===== config.mk =====
export PLATFORM = sky130hd
export DESIGN_NAME = energy_credit_drain
export DESIGN_NICKNAME = d
export VERILOG_FILES = /design/src/rtl/energy_pkg.sv /design/src/rtl/sat_addsub.sv /design/src/rtl/energy_credit_drain.sv
export SDC_FILE = /design/constraint.sdc
export NUM_CORES = 1
export LEC_CHECK = 0
export CAP_MARGIN = 0
export CORE_UTILIZATION = 30
export DETAILED_ROUTE_END_ITERATION = 7
export PLACE_DENSITY = 0.5
export SYNTH_ARGS = -nofsm -noshare
export SYNTH_HDL_FRONTEND = slang
export SYNTH_HIERARCHICAL = 1
export SYNTH_SLANG_ARGS = --single-unit
export TNS_END_PERCENT = 100

===== constraint.sdc =====
create_clock -name clk -period 8.54 [get_ports clk]
set_input_delay 1.708 -clock clk [delete_from_list [all_inputs] [get_ports clk]]
set_output_delay 1.708 -clock clk [all_outputs]
set_load 0.005 [all_outputs]

===== src/rtl/energy_pkg.sv =====
// Shared types and defaults for the prepaid energy-credit consumer.
package energy_pkg;

    localparam int ENERGY_W       = 8;
    localparam int CREDIT_W_DEF   = 10;
    localparam int LOW_THRESH_DEF = 16;

    typedef enum logic [1:0] {
        IDLE      = 2'd0,
        ACTIVE    = 2'd1,
        LOW       = 2'd2,
        EXHAUSTED = 2'd3
    } state_t;

endpackage


===== src/rtl/sat_addsub.sv =====
// Combinational saturating add (ceiling at max_val) followed by a floor-at-zero subtract.
module sat_addsub #(
    parameter int W = 10
) (
    input  logic [W-1:0] a,
    input  logic [W-1:0] b,
    input  logic [W-1:0] max_val,
    input  logic [W-1:0] sub,
    output logic [W-1:0] result
);

    logic [W:0]   wide_sum;
    logic [W-1:0] sum;

    always_comb begin
        wide_sum = {1'b0, a} + {1'b0, b};
        sum      = (wide_sum > {1'b0, max_val}) ? max_val : wide_sum[W-1:0];
        result   = (sum > sub) ? (sum - sub) : '0;
    end

endmodule


===== src/rtl/energy_credit_drain.sv =====
// Deducts per-cycle energy consumption from a prepaid credit register and drives room power.
module energy_credit_drain
    import energy_pkg::*;
#(
    parameter int CREDIT_W   = CREDIT_W_DEF,
    parameter int LOW_THRESH = LOW_THRESH_DEF,
    parameter int MAX_CREDIT = 2**CREDIT_W - 1
) (
    input  logic                clk,
    input  logic                reset,
    input  logic                enable,
    input  logic [ENERGY_W-1:0] energy,
    input  logic                topup_valid,
    input  logic [CREDIT_W-1:0] topup_amount,
    output logic                topup_ready,
    output logic [CREDIT_W-1:0] credit,
    output logic                power_on,
    output logic                low_warn,
    output logic [1:0]          state
);

    localparam logic [CREDIT_W-1:0] MAX_C = CREDIT_W'(MAX_CREDIT);
    localparam logic [CREDIT_W-1:0] LOW_C = CREDIT_W'(LOW_THRESH);

    state_t              state_q;
    state_t              state_next;
    logic [ENERGY_W-1:0] last_energy;
    logic                primed;
    logic [ENERGY_W-1:0] delta;
    logic [CREDIT_W-1:0] add;
    logic [CREDIT_W-1:0] credit_next;
    logic                power_on_next;
    logic                low_warn_next;

    assign topup_ready = (credit != MAX_C);
    assign state       = state_q;

    // Modulo-256 difference absorbs the counter wrap; suppressed until a prior sample exists.
    always_comb begin
        delta = '0;
        if (primed && enable) begin
            delta = energy - last_energy;
        end
        add = (topup_valid && topup_ready) ? topup_amount : '0;
    end

    sat_addsub #(
        .W(CREDIT_W)
    ) u_sat_addsub (
        .a      (credit),
        .b      (add),
        .max_val(MAX_C),
        .sub    (CREDIT_W'(delta)),
        .result (credit_next)
    );

    always_comb begin
        state_next    = state_q;
        power_on_next = 1'b0;
        low_warn_next = 1'b0;
        if (!enable) begin
            state_next = IDLE;
        end else if (credit_next == '0) begin
            state_next = EXHAUSTED;
        end else if (credit_next <= LOW_C) begin
            state_next = LOW;
        end else begin
            state_next = ACTIVE;
        end
        power_on_next = (state_next == ACTIVE) || (state_next == LOW);
        low_warn_next = (state_next == LOW) && (state_q != LOW);
    end

    always_ff @(posedge clk or posedge reset) begin
        if (reset) begin
            state_q  <= IDLE;
            power_on <= 1'b0;
            low_warn <= 1'b0;
        end else begin
            state_q  <= state_next;
            power_on <= power_on_next;
            low_warn <= low_warn_next;
        end
    end

    always_ff @(posedge clk or posedge reset) begin
        if (reset) begin
            credit      <= '0;
            last_energy <= '0;
            primed      <= 1'b0;
        end else begin
            credit      <= credit_next;
            last_energy <= energy;
            primed      <= enable;
        end
    end

endmodule


Word-level counts from Yosys, hierarchy flattened
Cells that the tools add are included.
Cells by class
  $lt $le $gt $ge: 3
  reductions and logical operators: 5
  mux-type cells: 7
  add/sub/neg operators: 3
  eq/ne operators: 4
Operator list (number)
  10-bit two-way mux: 3
  10-bit by 10-bit adder with 11-bit output: 1
  11-bit by 10-bit > comparator with 1-bit output (second input constant): 1
  10-bit by 8-bit > comparator with 1-bit output: 1
  10-bit by 5-bit less-or-equal comparator with 1-bit output (second input constant): 1
  10-bit zero test: 1
  10-bit != test (second input constant): 1
  10-bit by 8-bit subtractor with 10-bit output: 1
  8-bit two-way mux: 1
  8-bit subtractor: 1
  2-bit two-way mux: 3
  1-bit logical AND: 3
  2-bit by 1-bit equality test with 1-bit output (second input constant): 1
  2-bit equality test (second input constant): 1
  2-bit != test (second input constant): 1
  1-bit logical OR: 1
Word-level totals
  output and inout port bits: 15
  logic and storage cells: 28
  bits in registers: 23

Logic depth before layout (Yosys ltp)
  depth after elaboration: 14
  mapped depth: 32
  depth with buffers taken out: 31

By module
The synthesis kept the hierarchy.
Modules (own cells, without submodules)
  sat_addsub: area an instance 1340.0 um^2, times used 1, cells an instance 176, seq. area each 0.0 um^2
  energy_credit_drain: area an instance 1136.1 um^2, times used 1, cells an instance 111, seq. area each 575.6 um^2

Worst setup path before layout
Ideal clock, no wire load.
  kind: input to register
  start: input topup_amount[0]
  end: register state_q[0], in the netlist state[0]
  path slack: 1050 ps
  library setup time: 119 ps
  buffers on the path: 0
  data required time: 8421 ps
  cell stages on the path: 29
  arrival: 7371 ps
  path through: and3_1 -> ha_1 -> inv_1 -> fa_1 -> nor2b_1 -> o21ai_0 -> a21oi_1 -> nor4_1 -> a311o_1 -> ha_1 -> nand4_1 -> a21oi_1 -> or4b_4 -> a221oi_4 -> o21ai_4 -> mux2i_1 -> ha_1 -> inv_1 -> fa_1 -> a21o_1 -> a21oi_1 -> o21ai_0 -> a21oi_1 -> a21oi_1 -> and3b_1 -> or4_4 -> nor2_4 -> nand3b_1 -> and2_1
Between the ends
  longest elaborated chain between the ends: 10
  elaborated cells between the ends (all ways): 12
Ends and longest elaborated chain
  start, declared: RTL line energy_credit_drain.sv:14  | input logic [CREDIT_W-1:0] topup_amount,
  10-bit two-way mux (*): RTL line energy_credit_drain.sv:44  | add = (topup_valid && topup_ready) ? topup_amount : '0;
  10-bit by 10-bit adder with 11-bit output (*): RTL line sat_addsub.sv:16  | wide_sum = {1'b0, a} + {1'b0, b};
  11-bit by 10-bit > comparator with 1-bit output: RTL line sat_addsub.sv:17  | sum = (wide_sum > {1'b0, max_val}) ? max_val : wide_sum[W-1:0];
  10-bit two-way mux (*): RTL line sat_addsub.sv:17
  10-bit by 8-bit subtractor with 10-bit output or 10-bit by 8-bit > comparator with 1-bit output (tied branches): RTL line sat_addsub.sv:18  | result = (sum > sub) ? (sum - sub) : '0;
  10-bit two-way mux (*): RTL line sat_addsub.sv:18
  net credit_next[5]: RTL line energy_credit_drain.sv:31  | logic [CREDIT_W-1:0] credit_next;
  10-bit by 5-bit less-or-equal comparator with 1-bit output: RTL line energy_credit_drain.sv:65  | end else if (credit_next <= LOW_C) begin
  2-bit two-way mux: RTL line energy_credit_drain.sv:65
  2-bit two-way mux (*): RTL line energy_credit_drain.sv:63  | end else if (credit_next == '0) begin
  2-bit two-way mux (*): RTL line energy_credit_drain.sv:61  | if (!enable) begin
  net state_next[0]: RTL line energy_credit_drain.sv:26  | state_t state_next;
  end signal, assigned: RTL line energy_credit_drain.sv:80  | state_q <= state_next;
  end, declared: RTL line energy_credit_drain.sv:25  | state_t state_q;
Mark *: on every way through the listed nets, which the timed path passes. The rest lies on a longest branch.

Worst setup path after layout
  start: input topup_valid
  end: register state_q[0], in the netlist state[0]
Between the ends
  longest elaborated chain between the ends: 11
  elaborated cells between the ends (all ways): 13
Ends and longest elaborated chain
  start, declared: RTL line energy_credit_drain.sv:13  | input logic topup_valid,
  1-bit logical AND (*): RTL line energy_credit_drain.sv:44
  10-bit two-way mux (*): RTL line energy_credit_drain.sv:44
  net add[0]: RTL line energy_credit_drain.sv:30  | logic [CREDIT_W-1:0] add;
  10-bit by 10-bit adder with 11-bit output (*): RTL line sat_addsub.sv:16
  11-bit by 10-bit > comparator with 1-bit output: RTL line sat_addsub.sv:17
  10-bit two-way mux (*): RTL line sat_addsub.sv:17
  10-bit by 8-bit subtractor with 10-bit output or 10-bit by 8-bit > comparator with 1-bit output (tied branches): RTL line sat_addsub.sv:18
  10-bit two-way mux (*): RTL line sat_addsub.sv:18
  net credit_next[5]: RTL line energy_credit_drain.sv:31
  10-bit by 5-bit less-or-equal comparator with 1-bit output: RTL line energy_credit_drain.sv:65
  2-bit two-way mux: RTL line energy_credit_drain.sv:65
  2-bit two-way mux (*): RTL line energy_credit_drain.sv:63
  2-bit two-way mux (*): RTL line energy_credit_drain.sv:61
  net state_next[0]: RTL line energy_credit_drain.sv:26
Marks and branches as above.

==> reports/metrics.csv <==
metric,value,unit
outcome,"complete, no violations",
RSZ-0062 raised after global routing,false,
"Max FO, Critical Path",9,
post_cts resized,0,
Synth Area in XOR/XNOR,5.31,%
Ant. Diodes,0,
area occupied by multi-input gates,1810,sq um
Die W,92.9,um
layout cells sized above 1,7.54,%
fin nets,408,
setup TNS,0,ns
"commonest non-fill, non-tap cells in the layout","inv_1, ha_1, clkdlybuf4s50_1",
TritonCTS clock tree,yes,
die area,8620,sq um
# setup viols final,0,
Post-Synth Simple-Gate Area,21.6,%
Die Y,92.9,um
vias in the first global route,1993,
Synth Flop Type,dfrtp_1,
maximum vdd ir drop,0.0907,mV
post-layout min period,8.05,ns
first-pass GRT wire length,9.40,mm
DRC,0,
Vias per Instance,4.61,
WP data arrival,8.21,ns
post-synthesis compound-gate area fraction,16.3,%
fillers,816,
cell area after synthesis,2480,sq um
DR WL/cell,12.1,um
post-DP HPWL,4.61,mm
Setup Crit Path Kind,primary input to register,
Total Routing Usage GR,13.5,%
Reg area,576,sq um
clock sink count,23,
Setup crit start kind,primary input,
Yosys reg bits,23,
post-synthesis adder-cell area fraction,21.1,%
Ports,37,
TritonCTS Buffers,3,
core box area,7850,sq um
Async SR Flop Fraction,100,%
Root Driver,clkbuf_8,
achievable frequency,124,MHz
final worst path period share,94.3,%
worst hold path class,register to register,
Hold Buf Count CTS,0,
Worst Skew,0.00407,ns
Required @ worst endpoint,8.70,ns
Psw,0.382,mW
DR iter-0 viols,100,
Max Cap Viol,0,
sw frac,43.6,%
mean post-synth cell area,8.63,sq um
Post-Syn Instances,287,
mux share of post-synthesis cell area,5.46,%
P&R area growth vs syn,24.9,%
"Reg clk slew, reported paths",0.08,ns
final instance count without filler cells,447,
Pwr per Cell Area,284,nW/um^2
DRT Wirelength,5.41,mm
clock share of power,7.7,%
count of input and output buffers,36,
cell total after placement,443,
clock latency on the worst-skew pair,0.26,ns
# rows,32,
Flop pwr share,17.1,%
routed vias,2059,
Clock Path Buffers,2,
final-report max-slew violation count,0,
yosys warns,6,
largest net degree at the start of global routing,24,
Post-CTS Setup Bufs,0,
Gate power share,75.3,%
CP max-delay cell,or4_4,
"most common cell after layout, fill and taps aside",inv_1,
Post-synth EDFFs,0,
Final ANT Viol Nets,0,
Slew @ Worst Pin,0.857,ns
Worst path max stage delay,0.53,ns
combinational family with the most area after synthesis,simple AND/OR/NAND/NOR gates,
relative slew slack,42.8,%
First-pass DRT Iterations,4,
H-Tree Depth,1,
Yosys cell types,50,
Initial Util,31.6,%
routability cong.,0.831,
Congestion Overflow GR,0,
"Hold Vio Cnt, Final",0,
post-synthesis sequential area ratio,23.2,%
internal power,0.495,mW
LEAKAGE,1.49,nW
initial antenna violation count,0,
CP Capture Type,register,
[power groups by stage]
stage          clock network (mW)  logic, mW  registers (mW)
3_3_place_gp                    0      0.659           0.153
6_report                   0.0673      0.660           0.150
4_1_cts                    0.0705      0.658           0.151
3_5_place_dp                    0      0.654           0.153
5_1_grt                    0.0766      0.736           0.153
2_1_floorplan                   0      0.494           0.150
[metrics by stage]
stage / setup WS, ns / hold slack [ns] / power [mW] / util, % / instance area, sq um
2_1_floorplan: 1.05 / 0.513 / 0.644 / - / 2540
3_3_place_gp: 0.286 / 0.569 / 0.812 / 38.7 / 3040
3_5_place_dp: 0.112 / 0.569 / 0.808 / 38.7 / 3040
4_1_cts: 0.373 / 0.588 / 0.880 / 39.3 / 3090
5_1_grt: 0.00899 / 0.650 / 0.966 / 39.4 / 3090
6_report: 0.487 / 0.568 / 0.878 / 39.4 / 3090
[cell usage after synthesis (3+ instances only)]
| master | number | share of area, % |
|---|---|---|
| and3_1 | 13 | 3.3 |
| xnor2_1 | 11 | 3.9 |
| dfrtp_1 | 23 | 23 |
| nand3_1 | 6 | 1.2 |
| nand4_1 | 4 | 1.0 |
| a211oi_1 | 3 | 0.91 |
| nor3_1 | 7 | 1.4 |
| a21oi_1 | 20 | 4.0 |
| a21o_1 | 5 | 1.5 |
| mux2_4 | 7 | 4.2 |
| xor2_1 | 4 | 1.4 |
| nor3b_1 | 3 | 0.91 |
| and2_1 | 7 | 1.8 |
| mux2i_1 | 3 | 1.2 |
| nor2b_1 | 3 | 0.76 |
| nand3b_1 | 4 | 1.2 |
| nand2_1 | 12 | 1.8 |
| ha_1 | 37 | 19 |
| fa_1 | 3 | 2.4 |
| inv_1 | 42 | 6.4 |
| nor2_1 | 18 | 2.7 |
| o21ai_0 | 13 | 2.6 |
[routing by layer]
metal | up-vias | GRT usage [%] | share of wire (%)
met5 | - | 0 | 0
li1 | 1104 | - | -
met1 | 927 | 19.4 | 53
met4 | 0 | 1.92 | 0.39
met2 | 26 | 21.7 | 44
met3 | 2 | 2.13 | 2.8
[worst paths after layout]
kind,startpoint,endpoint,slack [ns],cells after the start
max,topup_valid,state[0],0.49,30
min,state[0],low_warn,0.57,2
max reg2reg,credit[7],state[0],1.49,30
min reg2reg,state[0],low_warn,0.57,2
max in group asynchronous,reset,credit[7],6.10,2
min in group asynchronous,reset,last_energy[0],1.91,2
[cell type report]
type / instances / area share (%)
multi-input combinational: 238 / 58.5
sequential: 23 / 18.6
timing repair buffer: 38 / 12.1
inverter: 42 / 5.10
tap: 102 / 4.13
clock buffer: 3 / 1.33
clock inverter: 1 / 0.162
[flip-flops by register name, indices dropped and copies added, names as in the netlist]
register / count
credit: 10
last_energy: 8
state: 2
low_warn: 1
power_on: 1
primed: 1
[kinds of logic after synthesis]
group / Yosys count
and+or+nand+nor: 93
AOI/OAI and AO/OA: 60
buffers and inverters: 44
adders and majority gates: 40
DFF: 23
xor gates and xnor gates: 15
muxes: 10
other: 2
[critical path, delay by kind of cell]
family | cells | cell delay [ns]
AOI/OAI and AO/OA | 11 | 2.15
adders and majority gates | 5 | 1.42
buffers and inverters | 3 | 0.59
muxes | 1 | 0.20
and+or+nand+nor | 10 | 2.11
Note: power is estimated with default switching activity, not from simulation.
